File: src/rtl/rv0_pkg.sv
// Shared rv0 core definitions: register-file address width and write-back source indices.
package rv0_pkg;

  localparam int RF_ADDR_W = 5;

  typedef enum logic [1:0] {
    WB_EI = 2'd0,
    WB_MA = 2'd1,
    WB_EM = 2'd2
  } wb_src_e;

endpackage

File: src/rtl/rv0_rr_arb.sv
// Generic N-way round-robin arbiter: one-hot grant plus index, pointer advances past each winner.
module rv0_rr_arb
  import rv0_pkg::*;
#(
  parameter int N  = 2,
  localparam int IW = (N > 1) ? $clog2(N) : 1
) (
  input  logic          clk_i,
  input  logic          rst_ni,
  input  logic [N-1:0]  req,
  output logic [N-1:0]  gnt,
  output logic [IW-1:0] gnt_idx
);

  logic [IW-1:0] ptr_q;
  logic [IW-1:0] ptr_nxt;
  logic [IW:0]   idx_w;
  logic          found;

  // Walk ptr_q, ptr_q+1, ... with wrap at N; first requester seen wins.
  always_comb begin
    gnt     = '0;
    gnt_idx = '0;
    found   = 1'b0;
    idx_w   = '0;
    for (int i = 0; i < N; i++) begin
      idx_w = {1'b0, ptr_q} + (IW+1)'(i);
      if (idx_w >= (IW+1)'(N)) idx_w = idx_w - (IW+1)'(N);
      if (!found && req[idx_w[IW-1:0]]) begin
        found                 = 1'b1;
        gnt[idx_w[IW-1:0]]    = 1'b1;
        gnt_idx               = idx_w[IW-1:0];
      end
    end
  end

  assign ptr_nxt = (gnt_idx == IW'(N-1)) ? '0 : gnt_idx + IW'(1);

  always_ff @(posedge clk_i or negedge rst_ni) begin
    if (!rst_ni) begin
      ptr_q <= '0;
    end else if (found) begin
      ptr_q <= ptr_nxt;
    end
  end

endmodule

File: src/rtl/rv0_wb_arb.sv
// Integer write-back arbiter: round-robin over result units into one registered RF write port.
// Optional conflict counter output enabled by defining RV0_WB_ARB_PERF_EN.
module rv0_wb_arb
  import rv0_pkg::*;
#(
  parameter int XLEN = 32,
  parameter int NREQ = 2
) (
  input  logic                      clk_i,
  input  logic                      rst_ni,
  input  logic [NREQ-1:0]           req_valid_i,
  input  logic [NREQ*RF_ADDR_W-1:0] req_rd_i,
  input  logic [NREQ*XLEN-1:0]      req_data_i,
  output logic [NREQ-1:0]           req_ack_o,
  output logic [RF_ADDR_W-1:0]      rfi_waddr_o,
  output logic [XLEN-1:0]           rfi_wdata_o,
  output logic                      rfi_we_o
`ifdef RV0_WB_ARB_PERF_EN
  ,
  output logic [31:0]               wb_conflict_cnt_o
`endif
);

  localparam int IW = (NREQ > 1) ? $clog2(NREQ) : 1;

  logic [NREQ-1:0]      gnt;
  logic [IW-1:0]        gnt_idx;
  logic                 gnt_any;
  logic [RF_ADDR_W-1:0] rd_p0;
  logic [XLEN-1:0]      data_p0;
  logic                 vld_p1;
  logic [RF_ADDR_W-1:0] waddr_p1;
  logic [XLEN-1:0]      wdata_p1;

  rv0_rr_arb #(.N(NREQ)) u_rr_arb (
    .clk_i   (clk_i),
    .rst_ni  (rst_ni),
    .req     (req_valid_i),
    .gnt     (gnt),
    .gnt_idx (gnt_idx)
  );

  // Stage p0: grant and operand select, all combinational in the grant cycle.
  assign req_ack_o = rst_ni ? gnt : '0;
  assign gnt_any   = |req_ack_o;
  assign rd_p0     = req_rd_i[RF_ADDR_W*int'(gnt_idx) +: RF_ADDR_W];
  assign data_p0   = req_data_i[XLEN*int'(gnt_idx) +: XLEN];

  // Stage p1: registered write port; x0 results update addr/data but never pulse we.
  always_ff @(posedge clk_i or negedge rst_ni) begin
    if (!rst_ni) begin
      vld_p1   <= 1'b0;
      waddr_p1 <= '0;
      wdata_p1 <= '0;
    end else begin
      vld_p1 <= gnt_any && (rd_p0 != '0);
      if (gnt_any) begin
        waddr_p1 <= rd_p0;
        wdata_p1 <= data_p0;
      end
    end
  end

  assign rfi_we_o    = vld_p1;
  assign rfi_waddr_o = waddr_p1;
  assign rfi_wdata_o = wdata_p1;

`ifdef RV0_WB_ARB_PERF_EN
  function automatic logic [31:0] sat_inc(input logic [31:0] v);
    return (v == 32'hFFFF_FFFF) ? v : v + 32'd1;
  endfunction

  logic [31:0] conflict_cnt_q;

  always_ff @(posedge clk_i or negedge rst_ni) begin
    if (!rst_ni) begin
      conflict_cnt_q <= '0;
    end else if ($countones(req_valid_i) > 1) begin
      conflict_cnt_q <= sat_inc(conflict_cnt_q);
    end
  end

  assign wb_conflict_cnt_o = conflict_cnt_q;
`endif

endmodule

File: config.mk
export PLATFORM = sky130hd
export DESIGN_NAME = rv0_wb_arb
export DESIGN_NICKNAME = d
export VERILOG_FILES = /design/src/rtl/rv0_pkg.sv /design/src/rtl/rv0_rr_arb.sv /design/src/rtl/rv0_wb_arb.sv
export SDC_FILE = /design/constraint.sdc
export NUM_CORES = 1
export LEC_CHECK = 0
export BUFFER_PORTS_ARGS = -buffer_cell sky130_fd_sc_hd__buf_2
export CAP_MARGIN = 30
export CORE_MARGIN = 10
export CORE_UTILIZATION = 46
export DETAILED_ROUTE_END_ITERATION = 10
export PLACE_DENSITY = 0.85
export SYNTH_ARGS = -nofsm -noshare
export SYNTH_HDL_FRONTEND = slang
export SYNTH_SLANG_ARGS = --single-unit
File: constraint.sdc
create_clock -name clk_i -period 2.2 [get_ports clk_i]
set_input_delay 0.11 -clock clk_i [delete_from_list [all_inputs] [get_ports clk_i]]
set_output_delay 0.11 -clock clk_i [all_outputs]
set_load 0.02 [all_outputs]
==> flow_summary_export.csv <==
group,metric,value,unit
floorplanning,floorplan.rows,23,
sta,max-slew-margin-rel,0.555,
power_and_ir_drop,vdd_drop_max,416,µV
sta,rsz_0062_raised_after_global_routing,"no",
yosys,synthesis.area_per_instance,8.63,µm²
place,gp_routability_congestion,0.815,
yosys,syn_nets,304,
cts,clkLatencyLatePin,0.28,ns
cts,cts_tree,"built",
sta,final-max-slew-violation-count,0,
place,pre_cts_ws,0.661,ns
global_routing,maximum_number_of_pins_on_one_net_before_global_route_repair,41,
global_routing,grt_antenna_before_repair,0,
floorplanning,io_pins,118,
yosys,sequential_element_share_of_the_synthesized_area,0.501,
worst_hold_path,class_of_the_tightest_hold_or_removal_check,"primary input to register",
yosys,synth.top_cells.by_count,"dfrtp_1, a21oi_1, nor2_1, o21ai_0, a31oi_1",
detailed_routing,post_drt_via_cell_ratio,5.61,
detailed_routing,routed_wl,6.62,mm
floorplanning,initial_utilization,0.480,
sta,final_min_period,1.79,ns
yosys,synth_edf_count,0,
detailed_routing,detail_route.wl_per_cell,17.2,µm
cts,ctsLongestPathBuffers,2,
place,io_buffer_count,117,
worst_setup_path,arrival,1.68,ns
detailed_routing,detailedRoute.firstIterationViolations,102,
worst_setup_path,r2r.worst_path.cells,4,
yosys,netlist_top_cells_area,"dfrtp_1, a31oi_1, a21oi_1, o21ai_0, nor2_1",
power_and_ir_drop,powerDensity,730,nW/µm²
worst_hold_path,timing.hold.worst_path_depth,3,
finish,num-nets-final,413,
sta,setup_viol,0,
floorplanning,dieWidth,85.1,µm
worst_setup_path,worstSetupStartpointType,"register",
place,dp_hpwl,4.85,mm
finish,layout-area-overhead-vs-synth,34.1,%
sta,worst_pin_slew,0.668,ns
finish,layout-drive-gt1-share,0.395,
yosys,syn_inst,226,
sta,fin_ws,0.411,ns
floorplanning,fp.dieH,85.1,µm
worst_setup_path,required,2.09,ns
sta,timing_hold_violations_final,0,
run_status,outcome,"finished, final reports clean",
cts,cts_inserted_buffers,5,
yosys,synth_largest_area_cell,"dfrtp_1",
sta,hold_slack,0.0807,ns
sta,totalNegativeSetupSlack,0,ns
yosys,synth_async_sr_flop_share,1.00,
yosys,top_area_cell_type_share_of_the_netlist_area,0.501,
cts,clk_root_buffer_cell,"clkbuf_8",
detailed_routing,drcViolationCount,0,
place,dpl_cell_area,2530,µm²
worst_setup_path,path_class,"register to output pin",
worst_setup_path,critPathMaxFanout,27,
detailed_routing,postRouteAntennaNets,0,
flow_run,maxCapViolCount,0,
yosys,synthMostInstantiatedCell,"dfrtp_1",
yosys,synthesis.area,1950,µm²
floorplanning,coreArea,4060,µm²
sta,layout_worst_path_cycle_share,0.813,
worst_setup_path,crit_path_end_kind,"output pin",
detailed_routing,total_via_count_after_detailed_routing,2154,
global_routing,grt_first_pass_wirelength,10.6,mm
yosys,synth_cell_type_count,20,
yosys,total_of_flip_flops_plus_latches_after_synthesis,39,
sta,upper_clock_frequency_limit,559,MHz
power_and_ir_drop,p_leak,1.24,nW
cts,ctsResizeCount,0,
floorplanning,die_area,7240,µm²
finish,antenna-diode-count,0,
cts,clock_sinks,39,
global_routing,gr-total-overflow,0,
cts,clkTransAtPathRegs,0.07,ns
yosys,synth_ff_type,"dfrtp_1",
global_routing,grt_use_total,0.174,
finish,postLayoutCellArea,2620,µm²
global_routing,first_global_vias,2214,
sta,finClkSkew,0.00254,ns
detailed_routing,drt_pass1_iterations,4,
cts,number_of_levels_in_the_clock_h_tree,2,
yosys,yosysWarningCount,0,
==> stage by stage <==
| stage | util | std cells | power (mW) |
|---|---|---|---|
| global placement | 0.624 | 377 | 1.48 |
| detailed placement | 0.624 | 377 | 1.49 |
| global route | 0.644 | 384 | 2.02 |
| floorplan | - | 226 | 1.24 |
| finish | 0.644 | 384 | 1.91 |
| CTS | 0.644 | 384 | 1.93 |
==> kinds of logic (layout without fill, tap and decap cells) <==
family,after synthesis,count (layout),share of synthesized area
flip-flops,39,39,0.501
AND/OR/NAND/NOR,44,44,0.0918
buffers and inverters,26,134,0.0764
AO/OA/AOI/OAI,117,117,0.331
==> area by class of cell <==
class | count | area (µm²)
Fill cell | 363 | 1440
Sequential cell | 39 | 976
Multi-Input combinational cell | 161 | 825
Timing Repair Buffer | 127 | 676
Clock buffer | 6 | 72.6
Tap cell | 50 | 62.6
Inverter | 1 | 3.75
==> what timing repair did <==
action	4_1_cts	5_1_grt
setup buffers	0	0
hold buffers	1	0
endpoints found under the setup margin	0	0
endpoints found under the hold margin	39	0
==> cell usage in the layout, fill, tap and decap left out <==
master,count
buf_2,117
dfrtp_1,39
a21oi_1,38
o21ai_0,38
nor2_1,38
a31oi_1,37
buf_4,8
clkbuf_8,5
nor3_1,2
nand2b_1,1
o21ai_2,1
inv_1,1
and2b_1,1
nor4_1,1
nand4_1,1
o21a_1,1
o211a_1,1
a21o_1,1
clkbuf_1,1
dlygate4sd3_1,1
buf_12,1
==> where the power goes <==
group | switching, mW | internal, mW
Combinational | 0.383 | 0.220
Sequential | 0.0525 | 0.820
Clock | 0.222 | 0.211
Total | 0.657 | 1.25
==> per-layer routing <==
layer  part of all wire  up-vias  global-route usage
met5                  0        -                   0
met4              0.011        0              0.0434
met3              0.096        6              0.0717
met2               0.48      111               0.287
met1               0.41     1007               0.204
li1                   -     1030                   -
==> worst max-delay path, stage by stage (launching register included) <==
cell and delay, ns:
dfrtp_1 0.39, and2b_1 0.41, buf_4 0.34, nor3_1 0.08, buf_2 0.19
==> worst paths after layout <==
check | slack, ns | startpoint | to
max | 0.41 | u_rr_arb.ptr_q | req_ack_o[1]
min | 0.08 | req_data_i[2] | rfi_wdata_o[2]
max reg2reg | 0.70 | u_rr_arb.ptr_q | rfi_wdata_o[3]
min reg2reg | 0.50 | u_rr_arb.ptr_q | u_rr_arb.ptr_q
max in group asynchronous | 1.36 | rst_ni | rfi_wdata_o[7]
min in group asynchronous | 0.50 | rst_ni | rfi_wdata_o[18]
==> state kept, by name, indices dropped and copies added (netlist names) <==
name            flops
rfi_wdata_o        32
rfi_waddr_o         5
rfi_we_o            1
u_rr_arb.ptr_q      1
Note: power is estimated with default switching activity, not from simulation.
